==> config.mk <==
export PLATFORM = sky130hd
export DESIGN_NAME = loader_ctrl
export DESIGN_NICKNAME = d
export VERILOG_FILES = /design/src/rtl/loader_ctrl.sv
export SDC_FILE = /design/constraint.sdc
export NUM_CORES = 1
export LEC_CHECK = 0
export BUFFER_PORTS_ARGS = -buffer_cell sky130_fd_sc_hd__buf_2
export CAP_MARGIN = 20
export CORE_MARGIN = 4
export CORE_UTILIZATION = 52
export CTS_BUF_LIST = sky130_fd_sc_hd__clkbuf_4 sky130_fd_sc_hd__clkbuf_8
export CTS_CLUSTER_DIAMETER = 150
export DETAILED_ROUTE_END_ITERATION = 7
export PLACE_DENSITY = 0.78
export SYNTH_ARGS = -nofsm -noshare
export SYNTH_HDL_FRONTEND = slang
export SYNTH_SLANG_ARGS = --single-unit
export TNS_END_PERCENT = 30
==> constraint.sdc <==
create_clock -name clk -period 1.8 [get_ports clk]
set_input_delay 0.09 -clock clk [delete_from_list [all_inputs] [get_ports clk]]
set_output_delay 0.09 -clock clk [all_outputs]
set_load 0.01 [all_outputs]
==> src/rtl/loader_ctrl.sv <==
// rtl/loader_ctrl.sv - CHR double-buffer upload sequencer with launch stretch and button sync
// Optional feature macro: LOADER_CTRL_WATCHDOG_EN (WAIT_LATCH watchdog, sticky timeout_err)
module loader_ctrl #(
  parameter int ADDR_BITS    = 15,
  parameter int PULSE_CYCLES = 8,
  parameter int TIMEOUT      = 1 << 20
) (
  input  logic                 clk,
  input  logic                 reset_n,
  input  logic                 wr_valid,
  output logic                 wr_ready,
  input  logic [7:0]           wr_data,
  input  logic                 wr_last,
  output logic                 mem_req,
  input  logic                 mem_ack,
  output logic [ADDR_BITS-1:0] mem_addr,
  output logic [7:0]           mem_wdata,
  input  logic                 latch_toggle,
  output logic                 buffer_num,
  input  logic                 prelaunch_req,
  input  logic                 launch_req,
  output logic                 prelaunch,
  output logic                 launch,
  input  logic [7:0]           buttons,
  output logic [7:0]           buttons_q,
  output logic                 buttons_chg,
  output logic                 busy,
  output logic [7:0]           frames_done,
  output logic                 timeout_err
);
  localparam int CW = ADDR_BITS - 1;
  localparam int PW = $clog2(PULSE_CYCLES + 1);

  if (PULSE_CYCLES < 1 || TIMEOUT < 1) begin : g_param_check
    $error("loader_ctrl: PULSE_CYCLES and TIMEOUT must be at least 1");
  end

  typedef enum logic [1:0] {S_IDLE, S_FILL, S_WRITE, S_WAIT_LATCH} state_t;
  state_t state, state_n;

  logic [CW-1:0] cnt;
  logic          last_q;
  logic [2:0]    latch_sync;
  logic          latch_edge;
  logic          accept, ack, flip, abort, wd_expire;
  logic [PW-1:0] pre_cnt, lau_cnt;
  logic [7:0]    btn_s1, btn_s2, btn_s3;

  assign abort      = launch_req;
  assign latch_edge = latch_sync[1] ^ latch_sync[2];

  // State register
  always_ff @(posedge clk or negedge reset_n) begin
    if (!reset_n) state <= S_IDLE;
    else          state <= state_n;
  end

  // Next-state and handshake decode; a launch request overrides everything
  always_comb begin
    state_n  = state;
    accept   = 1'b0;
    ack      = 1'b0;
    flip     = 1'b0;
    wr_ready = (state == S_FILL);
    busy     = (state != S_IDLE);
    case (state)
      S_IDLE:  if (wr_valid) state_n = S_FILL;
      S_FILL:  if (wr_valid) begin
                 accept  = 1'b1;
                 state_n = S_WRITE;
               end
      S_WRITE: if (mem_ack) begin
                 ack = 1'b1;
                 // all-ones cnt is an implicit last so we never spill into the front buffer
                 if (last_q || (&cnt)) begin
                   flip    = 1'b1;
                   state_n = S_WAIT_LATCH;
                 end else begin
                   state_n = S_FILL;
                 end
               end
      S_WAIT_LATCH: if (latch_edge || wd_expire) state_n = S_IDLE;
      default: state_n = S_IDLE;
    endcase
    if (abort) begin
      state_n = S_IDLE;
      accept  = 1'b0;
      ack     = 1'b0;
      flip    = 1'b0;
    end
  end

  // Write datapath, buffer flip and frame counter
  always_ff @(posedge clk or negedge reset_n) begin
    if (!reset_n) begin
      cnt         <= '0;
      last_q      <= 1'b0;
      mem_req     <= 1'b0;
      mem_addr    <= '0;
      mem_wdata   <= '0;
      buffer_num  <= 1'b0;
      frames_done <= '0;
    end else begin
      if (state == S_IDLE) cnt <= '0;
      if (accept) begin
        mem_addr  <= {~buffer_num, cnt};
        mem_wdata <= wr_data;
        last_q    <= wr_last;
        mem_req   <= 1'b1;
      end
      if (ack) begin
        mem_req <= 1'b0;
        cnt     <= cnt + 1'b1;
      end
      if (abort) mem_req <= 1'b0;
      if (flip) begin
        buffer_num  <= ~buffer_num;
        frames_done <= frames_done + 8'd1;
      end
    end
  end

  // latch_toggle: two sync flops plus one for edge detection
  always_ff @(posedge clk or negedge reset_n) begin
    if (!reset_n) latch_sync <= '0;
    else          latch_sync <= {latch_sync[1:0], latch_toggle};
  end

`ifdef LOADER_CTRL_WATCHDOG_EN
  localparam int WW = $clog2(TIMEOUT + 1);
  logic [WW-1:0] wd_cnt;

  assign wd_expire = (state == S_WAIT_LATCH) && (wd_cnt == WW'(TIMEOUT - 1));

  // Watchdog counts cycles spent in WAIT_LATCH; timeout_err is sticky until reset
  always_ff @(posedge clk or negedge reset_n) begin
    if (!reset_n) begin
      wd_cnt      <= '0;
      timeout_err <= 1'b0;
    end else begin
      if (state != S_WAIT_LATCH) wd_cnt <= '0;
      else                       wd_cnt <= wd_cnt + 1'b1;
      if (wd_expire && !latch_edge && !abort) timeout_err <= 1'b1;
    end
  end
`else
  assign wd_expire   = 1'b0;
  assign timeout_err = 1'b0;
`endif

  // Pulse stretchers so the slower m2 domain can sample the requests
  always_ff @(posedge clk or negedge reset_n) begin
    if (!reset_n) begin
      pre_cnt <= '0;
      lau_cnt <= '0;
    end else begin
      if (prelaunch_req)       pre_cnt <= PW'(PULSE_CYCLES);
      else if (pre_cnt != '0)  pre_cnt <= pre_cnt - 1'b1;
      if (launch_req)          lau_cnt <= PW'(PULSE_CYCLES);
      else if (lau_cnt != '0)  lau_cnt <= lau_cnt - 1'b1;
    end
  end

  assign prelaunch = (pre_cnt != '0);
  assign launch    = (lau_cnt != '0);

  // Button sync; update only after the synced value holds for two cycles
  always_ff @(posedge clk or negedge reset_n) begin
    if (!reset_n) begin
      btn_s1      <= '0;
      btn_s2      <= '0;
      btn_s3      <= '0;
      buttons_q   <= '0;
      buttons_chg <= 1'b0;
    end else begin
      btn_s1      <= buttons;
      btn_s2      <= btn_s1;
      btn_s3      <= btn_s2;
      buttons_chg <= 1'b0;
      if ((btn_s2 == btn_s3) && (btn_s2 != buttons_q)) begin
        buttons_q   <= btn_s2;
        buttons_chg <= 1'b1;
      end
    end
  end

endmodule

## Yosys cells after proc, flatten, opt, wreduce, memory -nomap -nowiden

Cells that the tools add are included.
W data, S select, Z words.

| storage, ports and cells | value |
|---|---|
| flip-flop bits (word level) | 94 |
| input bits | 24 |
| output and inout bits | 47 |

| cells by class | value |
|---|---|
| $add $sub $neg | 4 |
| equal/unequal tests | 9 |
| mux-type cells | 27 |
| bitwise logic cells | 2 |
| reduce and logical (&&, ||, !) cells | 12 |

Operators with widths:

| cell | count |
|---|---|
| $mux W14 | 2 |
| $mux W4 | 4 |
| $add A14 B1 Y14 const B | 1 |
| $mux W1 | 14 |
| $reduce_and A14 Y1 | 1 |
| $mux W2 | 6 |
| $ne A3 B3 Y1 const B | 3 |
| $add A8 B1 Y8 const B | 1 |
| $eq A8 B8 Y1 | 1 |
| $ne A8 B8 Y1 | 1 |
| $pmux W2 S4 | 1 |
| $reduce_bool A2 Y1 | 4 |
| $reduce_bool A4 Y1 | 2 |
| $sub A4 B1 Y4 const B | 2 |
| $eq A2 B2 Y1 const B | 2 |
| $reduce_and A4 Y1 | 1 |
| $ne A3 B2 Y1 const B | 1 |
| $reduce_bool A3 Y1 | 1 |
| $eq A2 B1 Y1 const B | 1 |
| $logic_not A2 Y1 | 1 |
| $logic_and A1 B1 Y1 | 1 |
| $logic_or A1 B1 Y1 | 1 |
| $not A1 Y1 | 1 |
| $xor A1 B1 Y1 | 1 |

## Logic depth before layout (Yosys ltp)

| depth | value |
|---|---|
| depth in word-level cells | 6 |
| mapped depth | 7 |
| depth with buffers taken out | 5 |

## Worst setup path after synthesis

OpenSTA, ideal clock, no wires.

| timing | value |
|---|---|
| path kind | reg-to-reg |
| start point | reg cnt[0] |
| end point | reg frames_done[1] |
| arrival | 1631 ps |
| required time | 1675 ps |
| setup slack | 45 ps |
| cell stages (with the launch flop) | 6 |
| path buffers | 0 |
| path through | dfrtp_1 ha_1 and3_1 a41oi_4 nand2b_1 mux2_2 |

| between the ends | value |
|---|---|
| word-level cells in the longest chain between the ends | 6 |

Ends and longest elaborated chain:

| item | RTL line | text |
|---|---|---|
| from (decl) | 41 | `logic [CW-1:0] cnt;` |
| from (signal assigned) | 113 | `cnt <= cnt + 1'b1;` |
| $reduce_and A14 Y1 | 75 | `if (last_q \|\| (&cnt)) begin` |
| $logic_or A1 B1 Y1 | 75 |  |
| $mux W1 | 75 |  |
| $mux W1 | 72 | `S_WRITE: if (mem_ack) begin` |
| $mux W1 | 66 | `case (state)` |
| $mux W1 | 85 | `if (abort) begin` |
| to (signal assigned) | 118 | `frames_done <= frames_done + 8'd1;` |
| to (decl) | 28 | `output logic [7:0] frames_done,` |

No other way between the ends.
A chain may end at the register's enable or synchronous reset.

## Worst setup path after layout

| timing | value |
|---|---|
| start point | reg cnt[1] |
| end point | reg frames_done[7] |

Same word-level chain as after synthesis.

==> run_results.csv <==
group,metric,value,unit
critical_path,critPathLaunchType,"flip-flop",
layout,layout-drive-gt1-share,36.6,%
sta,slew_violations,0,
global_routing,track_usage,18.5,%
power,p_leak,2.33,nW
floorplan,dieArea,8720,sq um
sta,fin_setup_tns,0,ns
critical_path,cp_slowest_cell,"or4_1",
critical_path,crit_chain,"ha_1 -> and3_4 -> a41oi_4 -> or4_1 -> xnor2_1",
sta,holdWs,0.0376,ns
routing,drc_errors,0,
yosys,syn_nets,316,
placed_design,io_buffers,69,
yosys,synthCells,288,
floorplan,fp-row-count,30,
critical_path,crit_family,"simple AND/OR/NAND/NOR gates",
floorplan,num_io_pins,71,
critical_path,path_max_fanout,4,
floorplan,die_h,93.4,microns
yosys,synth_compound_area_share,5.48,%
floorplan,initial_core_util,54.6,%
power,power_frac_comb,20.0,%
yosys,synth-seq-cells,94,
sta,fin_crit_sh,96.0,%
outcome,outcome,"complete, no violations",
sta,setup_viol,0,
global_routing,grt_first_pass_wirelength,12.5,mm
power,p_sw_share,29.6,%
yosys,synth.distinct_cells,42,
yosys,synth_simple_gate_area_share,11.8,%
critical_path,path_class,"flip-flop to flip-flop",
hold_path,hp-class,"input pin to flip-flop",
hold_path,hold_depth,2,
critical_path,crit_cells,5,
job,drv_cap,0,
placed_design,dp.cells,456,
placed_design,dpl.hpwl,5.01,mm
yosys,yosysWarnings,0,
layout,instances_no_fill,492,
power,total_power,0.00487,W
global_routing,grt_max_degree,52,
routing,drt_iter0_drc,96,
critical_path,critPathArrivalTime,1.98,ns
power,power_density,1020,nW/um^2
yosys,synthMuxAreaShare,11.1,%
yosys,synth_xor_area_share,6.24,%
clock_network,cts_made_buffers,9,
clock_network,clockBufferDepth,2,
placed_design,gp_congestion,0.760,
yosys,syn-cell-area,3790,sq um
layout,nNetsFinal,419,
sta,worst_pin_slew,0.568,ns
critical_path,cp_num_buf_inv,0,
clock_network,clkSlewWorstSetupHoldPaths,0.09,ns
clock_network,cts_setup_buffers,0,
global_routing,grt-ovfl-total,0,
sta,slew_headroom,62.1,%
global_routing,antenna_found_initial,0,
clock_network,cts_sinks,94,
yosys,ys.flop_type,"dfrtp_1",
floorplan,core-area,6940,sq um
yosys,synth_seq_area_share,62.0,%
layout,diodes,0,
routing,drt-wirelength-per-cell,15.2,microns
layout,final_area,4770,sq um
yosys,synth-async-reset-ratio,100,%
power,pwr-share-clk,27.5,%
yosys,synthAdderAreaFrac,1.32,%
sta,fin_crit,1.73,ns
yosys,synth_top_family_by_area,"simple AND/OR/NAND/NOR gates",
sta,hold_violations,0,
critical_path,end_kind,"flip-flop",
sta,rsz0062_at_grt,"no",
global_routing,grt_pass1_vias,2672,
sta,max_freq,0.579,GHz
power,intPower,0.00343,W
routing,ant_nets,0,
clock_network,clk_latency,0.36,ns
routing,vias,2535,
layout,area_delta_synth_final,25.8,%
routing,wl,7.46,mm
layout,nFillCells,519,
critical_path,worstPathRequired,2.05,ns
routing,viasPerCell,5.15,
sta,clock_skew,0.00902,ns
power,peakVddDrop,0.641,mV
clock_network,cts_tree,"built",
yosys,synth_edf_count,0,
clock_network,cts_root_buf,"clkbuf_8",
power,sequentialPowerShare,52.6,%
placed_design,dpl_cell_area,4340,sq um
power,power.switching,0.00144,W
critical_path,critical_path.max_stage_delay,0.56,ns
clock_network,htree_levels,3,
floorplan,die_x,93.4,microns
routing,drtPass1Iterations,4,
yosys,avgSynthCellArea,13.2,sq um
critical_path,ff2ff_path_depth,5,
## stage by stage
step	util (%)	setup slack (ns)
2_1_floorplan	-	0.0448
3_3_place_gp	62.6	0.0842
3_5_place_dp	62.6	0.0159
4_1_cts	68.3	0.0403
5_1_grt	68.7	0.00443
6_report	68.7	0.0728
## kinds of logic (layout without fill, tap and decap cells)
family                     Yosys count  in the layout
AOI/OAI and AO/OA                   29             29
DFF                                 94             94
other                                1              1
xor gates and xnor gates            27             27
muxes                               38             38
buffers and inverters               17            125
and+or+nand+nor                     78             78
adders and majority gates            4              4
## path summary, 6_finish.rpt
check | endpoint | start | slack, ns
max | frames_done[7] | cnt[1] | 0.07
min | lau_cnt[0] | launch_req | 0.04
max reg2reg | frames_done[7] | cnt[1] | 0.07
min reg2reg | btn_s2[1] | btn_s1[1] | 0.36
max in group asynchronous | btn_s1[4] | reset_n | 0.88
min in group asynchronous | cnt[10] | reset_n | 0.27
## power by group through the flow
stage,registers [W],logic (W),clock network [W]
floorplan,0.00263,0.000520,0
CTS,0.00256,0.000974,0.00138
detailed placement,0.00260,0.000928,0
finish,0.00256,0.000973,0.00134
global route,0.00260,0.00106,0.00147
global placement,0.00258,0.000889,0
## state kept, by name (all words and copies together) (netlist names)
register	cells
mem_addr	15
cnt	14
btn_s1	8
btn_s2	8
btn_s3	8
buttons_q	8
frames_done	8
mem_wdata	8
lau_cnt	4
pre_cnt	4
latch_sync	3
state	2
buffer_num	1
buttons_chg	1
last_q	1
mem_req	1
## Yosys cell counts (all sizes together) (2+ instances only)
library cell	instances	area [sq um]
dfrtp	94	2350
mux2	32	360
nand2	17	63.8
xnor2	14	123
xor2	13	114
nor2	9	33.8
nand3	8	40.0
nor3	8	45.0
o21ai	8	40.0
a21oi	7	35.0
nand4	7	43.8
buf	6	32.5
inv	6	22.5
mux2i	6	60.1
clkbuf	5	18.8
and2	4	25.0
ha	4	50.1
nand2b	4	25.0
nor4	4	31.3
o211ai	4	35.0
and4	3	31.3
o31ai	3	22.5
a211o	2	17.5
a211oi	2	15.0
nand3b	2	15.0
nor2b	2	12.5
o21a	2	15.0
or2	2	12.5
or3	2	12.5
## timing repair
| action | CTS | global route |
|---|---|---|
| endpoints found under the setup margin | 5 | 12 |
| endpoints found under the hold margin | 65 | 0 |
| gates resized for setup | 2 | 4 |
| pin swaps | 0 | 0 |
| hold buffers | 20 | 0 |
## layer usage
metal / wire length, microns / vias up / track usage [%]
met1: 3070 / 1251 / 22.6
met5: 0 / - / 0
met3: 280 / 11 / 3.46
met4: 99 / 0 / 6.96
met2: 4020 / 58 / 32.3
li1: - / 1215 / -
## layout by cell type, fill, tap and decap left out, drive strengths merged, types with 9 or more instances in the layout
| cell type | n |
|---|---|
| nand2 | 17 |
| dfrtp | 94 |
| nor2 | 9 |
| xnor2 | 14 |
| buf | 83 |
| clkbuf | 10 |
| dlygate4sd3 | 20 |
| mux2 | 32 |
| inv | 10 |
| xor2 | 13 |
## layout make-up
type	count	area, sq um	area share, %
well taps	96	120	2.52
inverters	6	22.5	0.472
repair buffers	103	678	14.2
clock inverters	6	52.6	1.10
multi-input cells	177	1410	29.5
flip-flops and latches	94	2350	49.3
clock buffers	10	138	2.89
No activity file was read; power rests on OpenSTA's default activity.
